<file path="config.mk">
export PLATFORM = sky130hd
export DESIGN_NAME = mem_port_arbiter
export DESIGN_NICKNAME = d
export VERILOG_FILES = /design/src/rtl/mem_port_arbiter.sv
export SDC_FILE = /design/constraint.sdc
export NUM_CORES = 1
export LEC_CHECK = 0
export CORE_ASPECT_RATIO = 0.8
export CORE_MARGIN = 1.5
export CORE_UTILIZATION = 38
export CTS_CLUSTER_SIZE = 24
export DETAILED_ROUTE_END_ITERATION = 8
export HOLD_SLACK_MARGIN = 0.05
export PLACE_DENSITY = 0.81
export SLEW_MARGIN = 0
export SYNTH_ARGS = -nofsm -noshare
export SYNTH_HDL_FRONTEND = slang
export SYNTH_SLANG_ARGS = --single-unit
export TNS_END_PERCENT = 50
</file>
<file path="constraint.sdc">
create_clock -name Clk -period 2 [get_ports Clk]
set_clock_uncertainty 0.2 [all_clocks]
set_input_delay 0.3 -clock Clk [delete_from_list [all_inputs] [get_ports Clk]]
set_output_delay 0.3 -clock Clk [all_outputs]
set_load 0.05 [all_outputs]
</file>
<file path="src/rtl/mem_port_arbiter.sv">
// ---------------------------------------------------------------------------
// mem_port_arbiter
//
// Shares the single main-memory port between the I-cache refill engine (IF
// stage) and the D-cache refill / write-back engine (MA stage). One requester
// owns the port at a time; simultaneous requests alternate round-robin. Each
// grant runs a LINE_WORDS-beat burst over a req/ack handshake. The bus then
// spends one DONE cycle and one IDLE cycle before the next grant.
//
// Ports
//   Clk, Rst          clock (rising edge) and asynchronous active-low reset
//   i_ic_req/addr     I-cache refill request (level) and miss address
//   o_ic_data/valid   refill word, valid one cycle after its memory ack
//   o_ic_done         one-cycle pulse when the I burst completes
//   i_dc_req/we/addr  D-cache request (level), 1 = write-back, line address
//   i_dc_wdata        current write-back word (passed straight to memory)
//   o_dc_wnext        write word consumed this cycle; show the next one
//   o_dc_data/valid   refill word, valid one cycle after its memory ack
//   o_dc_done         one-cycle pulse when the D burst completes
//   o_mem_req/we      memory beat request and write enable
//   o_mem_addr/wdata  beat byte address and write data
//   i_mem_ack/rdata   beat accepted; read data valid with the ack
//   o_grant           current owner: 01 = I, 10 = D, 00 = none
// ---------------------------------------------------------------------------
module mem_port_arbiter #(
    parameter int ADDR_W     = 32,
    parameter int DATA_W     = 32,
    parameter int LINE_WORDS = 4
) (
    input  logic              Clk,
    input  logic              Rst,
    // I-cache side
    input  logic              i_ic_req,
    input  logic [ADDR_W-1:0] i_ic_addr,
    output logic [DATA_W-1:0] o_ic_data,
    output logic              o_ic_valid,
    output logic              o_ic_done,
    // D-cache side
    input  logic              i_dc_req,
    input  logic              i_dc_we,
    input  logic [ADDR_W-1:0] i_dc_addr,
    input  logic [DATA_W-1:0] i_dc_wdata,
    output logic              o_dc_wnext,
    output logic [DATA_W-1:0] o_dc_data,
    output logic              o_dc_valid,
    output logic              o_dc_done,
    // Memory side
    output logic              o_mem_req,
    output logic              o_mem_we,
    output logic [ADDR_W-1:0] o_mem_addr,
    output logic [DATA_W-1:0] o_mem_wdata,
    input  logic              i_mem_ack,
    input  logic [DATA_W-1:0] i_mem_rdata,
    // Ownership
    output logic [1:0]        o_grant
);

    // Beat counter width and the byte-offset mask that clears a line base.
    localparam int                CNT_W    = $clog2(LINE_WORDS);
    localparam logic [CNT_W-1:0]  CNT_LAST = CNT_W'(LINE_WORDS - 1);
    localparam logic [CNT_W-1:0]  CNT_ZERO = CNT_W'(0);
    localparam logic [CNT_W-1:0]  CNT_ONE  = CNT_W'(1);
    localparam logic [ADDR_W-1:0] OFF_MASK = ADDR_W'(LINE_WORDS * 4 - 1);

    // FSM encoding.
    localparam logic [2:0] ST_IDLE = 3'd0;
    localparam logic [2:0] ST_I_RD = 3'd1;
    localparam logic [2:0] ST_D_RD = 3'd2;
    localparam logic [2:0] ST_D_WR = 3'd3;
    localparam logic [2:0] ST_DONE = 3'd4;

    // last_grant encoding; it also names the owner during a burst and DONE.
    localparam logic LG_I = 1'b0;
    localparam logic LG_D = 1'b1;

    logic [2:0]        state_q,      state_d;
    logic [CNT_W-1:0]  cnt_q,        cnt_d;
    logic [ADDR_W-1:0] base_q,       base_d;
    logic              last_grant_q, last_grant_d;
    logic              ic_valid_q,   ic_valid_d;
    logic [DATA_W-1:0] ic_data_q,    ic_data_d;
    logic              dc_valid_q,   dc_valid_d;
    logic [DATA_W-1:0] dc_data_q,    dc_data_d;

    logic take_ic_s;
    logic take_dc_s;
    logic burst_s;
    logic in_i_rd_s;
    logic in_d_rd_s;
    logic in_d_wr_s;
    logic in_done_s;

    assign in_i_rd_s = (state_q == ST_I_RD);
    assign in_d_rd_s = (state_q == ST_D_RD);
    assign in_d_wr_s = (state_q == ST_D_WR);
    assign in_done_s = (state_q == ST_DONE);
    assign burst_s   = in_i_rd_s | in_d_rd_s | in_d_wr_s;

    // Arbitration: a lone requester wins; on contention the side that did
    // not win last time is served.
    always_comb begin
        take_ic_s = 1'b0;
        take_dc_s = 1'b0;
        if (i_ic_req && i_dc_req) begin
            if (last_grant_q == LG_I) begin
                take_dc_s = 1'b1;
            end else begin
                take_ic_s = 1'b1;
            end
        end else if (i_dc_req) begin
            take_dc_s = 1'b1;
        end else if (i_ic_req) begin
            take_ic_s = 1'b1;
        end else begin
            take_ic_s = 1'b0;
            take_dc_s = 1'b0;
        end
    end

    // Next-state logic: grant in IDLE, count acked beats, one DONE cycle.
    always_comb begin
        state_d      = state_q;
        cnt_d        = cnt_q;
        base_d       = base_q;
        last_grant_d = last_grant_q;
        case (state_q)
            ST_IDLE: begin
                if (take_dc_s) begin
                    state_d      = i_dc_we ? ST_D_WR : ST_D_RD;
                    base_d       = i_dc_addr & ~OFF_MASK;
                    cnt_d        = CNT_ZERO;
                    last_grant_d = LG_D;
                end else if (take_ic_s) begin
                    state_d      = ST_I_RD;
                    base_d       = i_ic_addr & ~OFF_MASK;
                    cnt_d        = CNT_ZERO;
                    last_grant_d = LG_I;
                end else begin
                    state_d = ST_IDLE;
                end
            end
            ST_I_RD, ST_D_RD, ST_D_WR: begin
                // Without an ack everything holds, so no beat is ever skipped.
                if (i_mem_ack) begin
                    if (cnt_q == CNT_LAST) begin
                        cnt_d   = CNT_ZERO;
                        state_d = ST_DONE;
                    end else begin
                        cnt_d = cnt_q + CNT_ONE;
                    end
                end else begin
                    cnt_d = cnt_q;
                end
            end
            ST_DONE: begin
                state_d = ST_IDLE;
            end
            default: begin
                state_d = ST_IDLE;
                cnt_d   = CNT_ZERO;
            end
        endcase
    end

    // Read return path: capture the acked word for the owning side only; the
    // other side's data register keeps its previous contents.
    always_comb begin
        ic_valid_d = in_i_rd_s & i_mem_ack;
        dc_valid_d = in_d_rd_s & i_mem_ack;
        if (ic_valid_d) begin
            ic_data_d = i_mem_rdata;
        end else begin
            ic_data_d = ic_data_q;
        end
        if (dc_valid_d) begin
            dc_data_d = i_mem_rdata;
        end else begin
            dc_data_d = dc_data_q;
        end
    end

    // State, counter, latched line base and round-robin history.
    always_ff @(posedge Clk or negedge Rst) begin
        if (!Rst) begin
            state_q      <= ST_IDLE;
            cnt_q        <= CNT_ZERO;
            base_q       <= {ADDR_W{1'b0}};
            last_grant_q <= LG_I;
        end else begin
            state_q      <= state_d;
            cnt_q        <= cnt_d;
            base_q       <= base_d;
            last_grant_q <= last_grant_d;
        end
    end

    // Registered read data and valids returned to the caches.
    always_ff @(posedge Clk or negedge Rst) begin
        if (!Rst) begin
            ic_valid_q <= 1'b0;
            ic_data_q  <= {DATA_W{1'b0}};
            dc_valid_q <= 1'b0;
            dc_data_q  <= {DATA_W{1'b0}};
        end else begin
            ic_valid_q <= ic_valid_d;
            ic_data_q  <= ic_data_d;
            dc_valid_q <= dc_valid_d;
            dc_data_q  <= dc_data_d;
        end
    end

    // Memory-side outputs are decoded from the state flop, so an async reset
    // drops o_mem_req at once. Address and write data read as zero when idle.
    assign o_mem_req   = burst_s;
    assign o_mem_we    = in_d_wr_s;
    assign o_mem_addr  = burst_s ? (base_q + ADDR_W'({cnt_q, 2'b00})) : {ADDR_W{1'b0}};
    assign o_mem_wdata = in_d_wr_s ? i_dc_wdata : {DATA_W{1'b0}};
    assign o_dc_wnext  = in_d_wr_s & i_mem_ack;

    // Owner stays visible through DONE so the done pulse has a named owner.
    assign o_grant = (burst_s | in_done_s) ? ((last_grant_q == LG_D) ? 2'b10 : 2'b01) : 2'b00;

    // Done coincides with the last read valid because DONE follows the last ack.
    assign o_ic_done = in_done_s & (last_grant_q == LG_I);
    assign o_dc_done = in_done_s & (last_grant_q == LG_D);

    assign o_ic_valid = ic_valid_q;
    assign o_ic_data  = ic_data_q;
    assign o_dc_valid = dc_valid_q;
    assign o_dc_data  = dc_data_q;

endmodule
</file>
==> results.md <==
- The first TritonRoute pass finished after 4 iterations.
- Static timing analysis puts the maximum clock frequency at 465.5 MHz.
- Setup repair after global routing could not meet its margin everywhere.
- The tree is rooted in a sky130_fd_sc_hd__clkbuf_16.
- The kind of cell adding the most delay to the critical path is buffers and inverters.
- The final-stage net count is 783.
- The die covers 12610 sq um.
- The netlist area before placement is 4537 sq um.
- The worst setup path is launched from a register.
- The pre-CTS setup slack is -173.4 ps.
- On the critical path, the stage with the largest delay is an instance of sky130_fd_sc_hd__dfrtp_1.
- The number of distinct library cells after synthesis is 32.
- The final estimated routing congestion in global placement is 0.7767.
- The count of cells along the worst register-to-register path is 5.
- Clock-pin slew was measured on the worst setup and hold paths at 70 ps.
- The checks that failed: setup timing.
- The clock net sink count is 100.
- The share of final-layout standard cells stronger than drive strength 1 is 0.4395.
- The detail route stage leaves a number of antenna-violating nets equal to 0.
- The horizontal die dimension is 125.2 um.
- By count the netlist is led by sky130_fd_sc_hd__dfrtp_1, sky130_fd_sc_hd__and2_1, sky130_fd_sc_hd__mux2_2.
- The min-delay analysis places its worst path in the category primary input to asynchronous set/reset pin.
- The worst stage delay on the critical path is 390 ps.
- The critical path start-end classification is register to output port.
- In this run the standard cell core region covers 11560 sq um.
- The run finished, with violations left.
- The area growth from synthesis to layout is 90.71%.
- The pin count of the biggest net entering global routing is 50.
- Traced cell by cell, the critical path runs through buf_6 > and3b_2 > buf_6 > clkbuf_16 > and2_4 > buf_12.
- In this run the tool buffered the top-level ports with 260 buffer cells.
- Dividing the final minimum period by the clock period gives 1.074.
- The violation count after the first detailed-routing iteration is 142.
- Counting flops and latches in the post-synthesis netlist gives 100.
- The row count is 35.
- Power spread over the standard cell area amounts to 2032 nW/um^2.
- The tightest slew margin relative to the limit is 0.6515.
- The Yosys step of the flow raised 0 warnings.
- The total track usage is 0.2250.
- sky130_fd_sc_hd__dfrtp_1 takes more of the synthesized area than any other cell.
- In the post-synthesis netlist, the biggest area contributors are sky130_fd_sc_hd__dfrtp_1, sky130_fd_sc_hd__mux2_2, sky130_fd_sc_hd__and2_1.
- The repair_antennas step left the layout with diodes totalling 0.
- The cell area reported after detailed placement is 8039 sq um.
- The leftover overflow at the end of global routing is 0.
- The share of the core filled with cells is 0.7484.
- The hold violation count in the final report was 0.
- The arrival time at the worst endpoint is 1650 ps.
- The routed design has 14430 um of wire.
- The final-layout fill cell count is 732.
- The number of antenna violations at the first check in global routing is 0.
- The initial utilization of the core area, before any placement, comes to 0.3924.
- TritonCTS built the clock tree.
- The clock period minus final worst setup slack is 2148 ps.
- Across the VDD grid, the largest voltage drop is 1127 uV.
- Of the post-synthesis cell area, the dominant cell type holds 0.5516.
- The total clock buffers created by CTS is 9.
- Along the worst path, the maximum fanout reaches 8.
- The final standard cell area without fillers is 8652 sq um.
- The first-pass GRT wire length is 22290 um.
- The number of max-slew violations in the final report is 0.
- The via count of the first global-routing pass came to 4073.
- In the post-synthesis netlist, the cell with the most instances is sky130_fd_sc_hd__dfrtp_1.
- The height of the chip is 100.7 um.
- The residual DRC count is 0.
- The per-cell routed wire length is 18.01 um.
- The number of enable flip-flop cells after synthesis is 0.
- The maximum level of the CTS H-tree is 3.
- Max-cap violations in this run came to 0.
- The worst setup path is captured at an output port.
- For this design the top-level I/O count stands at 271.
- The static leakage is 3.913 nW.
- Once detailed placement completed, the half-perimeter wirelength came to 10750 um.
- Among the stages of the critical path, the cell type that occurs most often is sky130_fd_sc_hd__buf_6.
- The post-route worst hold slack is 216.2 ps.
- The beginning of the worst register-to-register path is state_q[2]$_DFFE_PN0P_.
- The endpoint of the most critical register-to-register path is o_ic_data[21]$_DFFE_PN0P_.
- The most common flop cell mapped by yosys is sky130_fd_sc_hd__dfrtp_1.
- The number of buffers and inverters on the critical path is 4.
- The register-to-register setup slack is 80 ps.
- The sequential area share after synthesis is 0.5516.
- Data on the critical path is required at its endpoint by 1500 ps.
- The via density per instance is 4.740.
- The synthesized netlist cell count is 371.
- The total vias in the final route is 3797.
- Once routing completed, OpenROAD measured the worst setup slack at -148.4 ps.
- The actual slew at the worst max-slew pin is 524.8 ps.
- After synthesis, the share of flip-flops with an asynchronous set or reset is 1.000.
- Setup violations remaining at the end of the flow were counted as 64.
- The per-instance average area after synthesis is 12.23 sq um.
- The number of buffers on the longest clock path is 2.
- The latest clock arrival within the worst-skew pair is 330 ps.
-- metal layers --
layer | vias up | global-route usage | part of all wire
met2 | 137 | 0.4233 | 0.54
met4 | 0 | 0.06643 | 0.020
li1 | 1810 | - | -
met3 | 21 | 0.05573 | 0.053
met1 | 1829 | 0.2544 | 0.38
met5 | - | 0 | 0
-- how the worst max path moves through the flow --
stage,to,cells after the start,slack [ps],start
6_report,o_mem_wdata[11],6,-150,state_q[2]$_DFFE_PN0P_
5_1_grt,o_mem_wdata[11],6,-220,state_q[2]$_DFFE_PN0P_
4_1_cts,o_mem_wdata[20],6,-150,state_q[2]$_DFFE_PN0P_
3_5_place_dp,o_ic_data[17]$_DFFE_PN0P_,4,-170,i_mem_ack
3_3_place_gp,o_ic_data[29]$_DFFE_PN0P_,4,-120,i_mem_ack
2_1_floorplan,o_mem_addr[23],4,-50,state_q[2]$_DFFE_PN0P_
-- repair_timing --
action	in CTS	in global routing
hold buffers	1	0
pin swaps	1	16
endpoints found under the setup margin	94	77
resized for setup	99	15
hold endpoints to repair	100	0
setup buffers	7	1
gates cloned	1	2
-- state kept, by name, indices dropped and copies added (netlist names) --
name	cells
o_ic_data	32
state_q	3
o_ic_valid	1
cnt_q	2
base_q	28
o_dc_data	32
last_grant_q	1
o_dc_valid	1
-- per-stage QoR --
stage / cells / setup TNS (ps) / power [mW]
after floorplan: 372 / -437.7 / 10.16
after global placement: 773 / -4134 / 15.05
after detailed placement: 773 / -7025 / 15.32
after CTS: 798 / -6687 / 17.50
after global routing: 801 / -11660 / 18.31
final: 801 / -6850 / 17.58
-- power by group --
group	switching, mW	internal [mW]
clock network	0.774	0.851
registers	0.570	3.04
logic	6.99	5.36
total	8.34	9.24
-- worst reg2reg max path: cells and delay by family (launching register included) --
family / cells / cell delay, ps
buffers and inverters: 3 / 520
flip-flops: 1 / 390
AND/OR/NAND/NOR: 1 / 310
multiplexers: 1 / 380
-- cell type report --
type	count	area, sq um	area share
Timing Repair Buffer	290	3580	0.4137
Sequential cell	100	2505	0.2895
Multi-Input combinational cell	246	2103	0.2431
Clock buffer	9	225.2	0.02603
Tap cell	148	185.2	0.02140
Clock inverter	7	50.05	0.005785
Inverter	1	3.754	0.0004338
-- kinds of logic after synthesis --
kind of cell / after synthesis / synth area share
compound gates: 38 / 0.04578
xor+xnor: 1 / 0.001931
fa+ha+maj: 1 / 0.002757
buf+inv: 26 / 0.03806
flops: 100 / 0.5516
mux: 92 / 0.2206
other cells: 1 / 0.0008266
simple gates: 112 / 0.1384
-- layout by cell type, fill, tap and decap left out, types with 2 or more instances in the layout --
cell type	n
sky130_fd_sc_hd__dlymetal6s2s_1	7
sky130_fd_sc_hd__dfrtp_1	98
sky130_fd_sc_hd__conb_1	2
sky130_fd_sc_hd__nor2_4	2
sky130_fd_sc_hd__a22oi_1	2
sky130_fd_sc_hd__nor2_2	4
sky130_fd_sc_hd__buf_4	48
sky130_fd_sc_hd__o21ai_1	5
sky130_fd_sc_hd__clkbuf_16	11
sky130_fd_sc_hd__buf_6	4
sky130_fd_sc_hd__and2_4	63
sky130_fd_sc_hd__o211ai_1	2
sky130_fd_sc_hd__nand2_1	32
sky130_fd_sc_hd__mux2_2	62
sky130_fd_sc_hd__dfrtp_2	2
sky130_fd_sc_hd__buf_12	76
sky130_fd_sc_hd__mux2i_1	28
sky130_fd_sc_hd__clkinv_2	3
sky130_fd_sc_hd__clkinvlp_4	2
sky130_fd_sc_hd__nor2_1	3
sky130_fd_sc_hd__clkdlybuf4s50_1	124
sky130_fd_sc_hd__mux2_1	2
sky130_fd_sc_hd__dlygate4sd2_1	27
sky130_fd_sc_hd__o21ai_0	24
(Power assumes the default switching activity.)
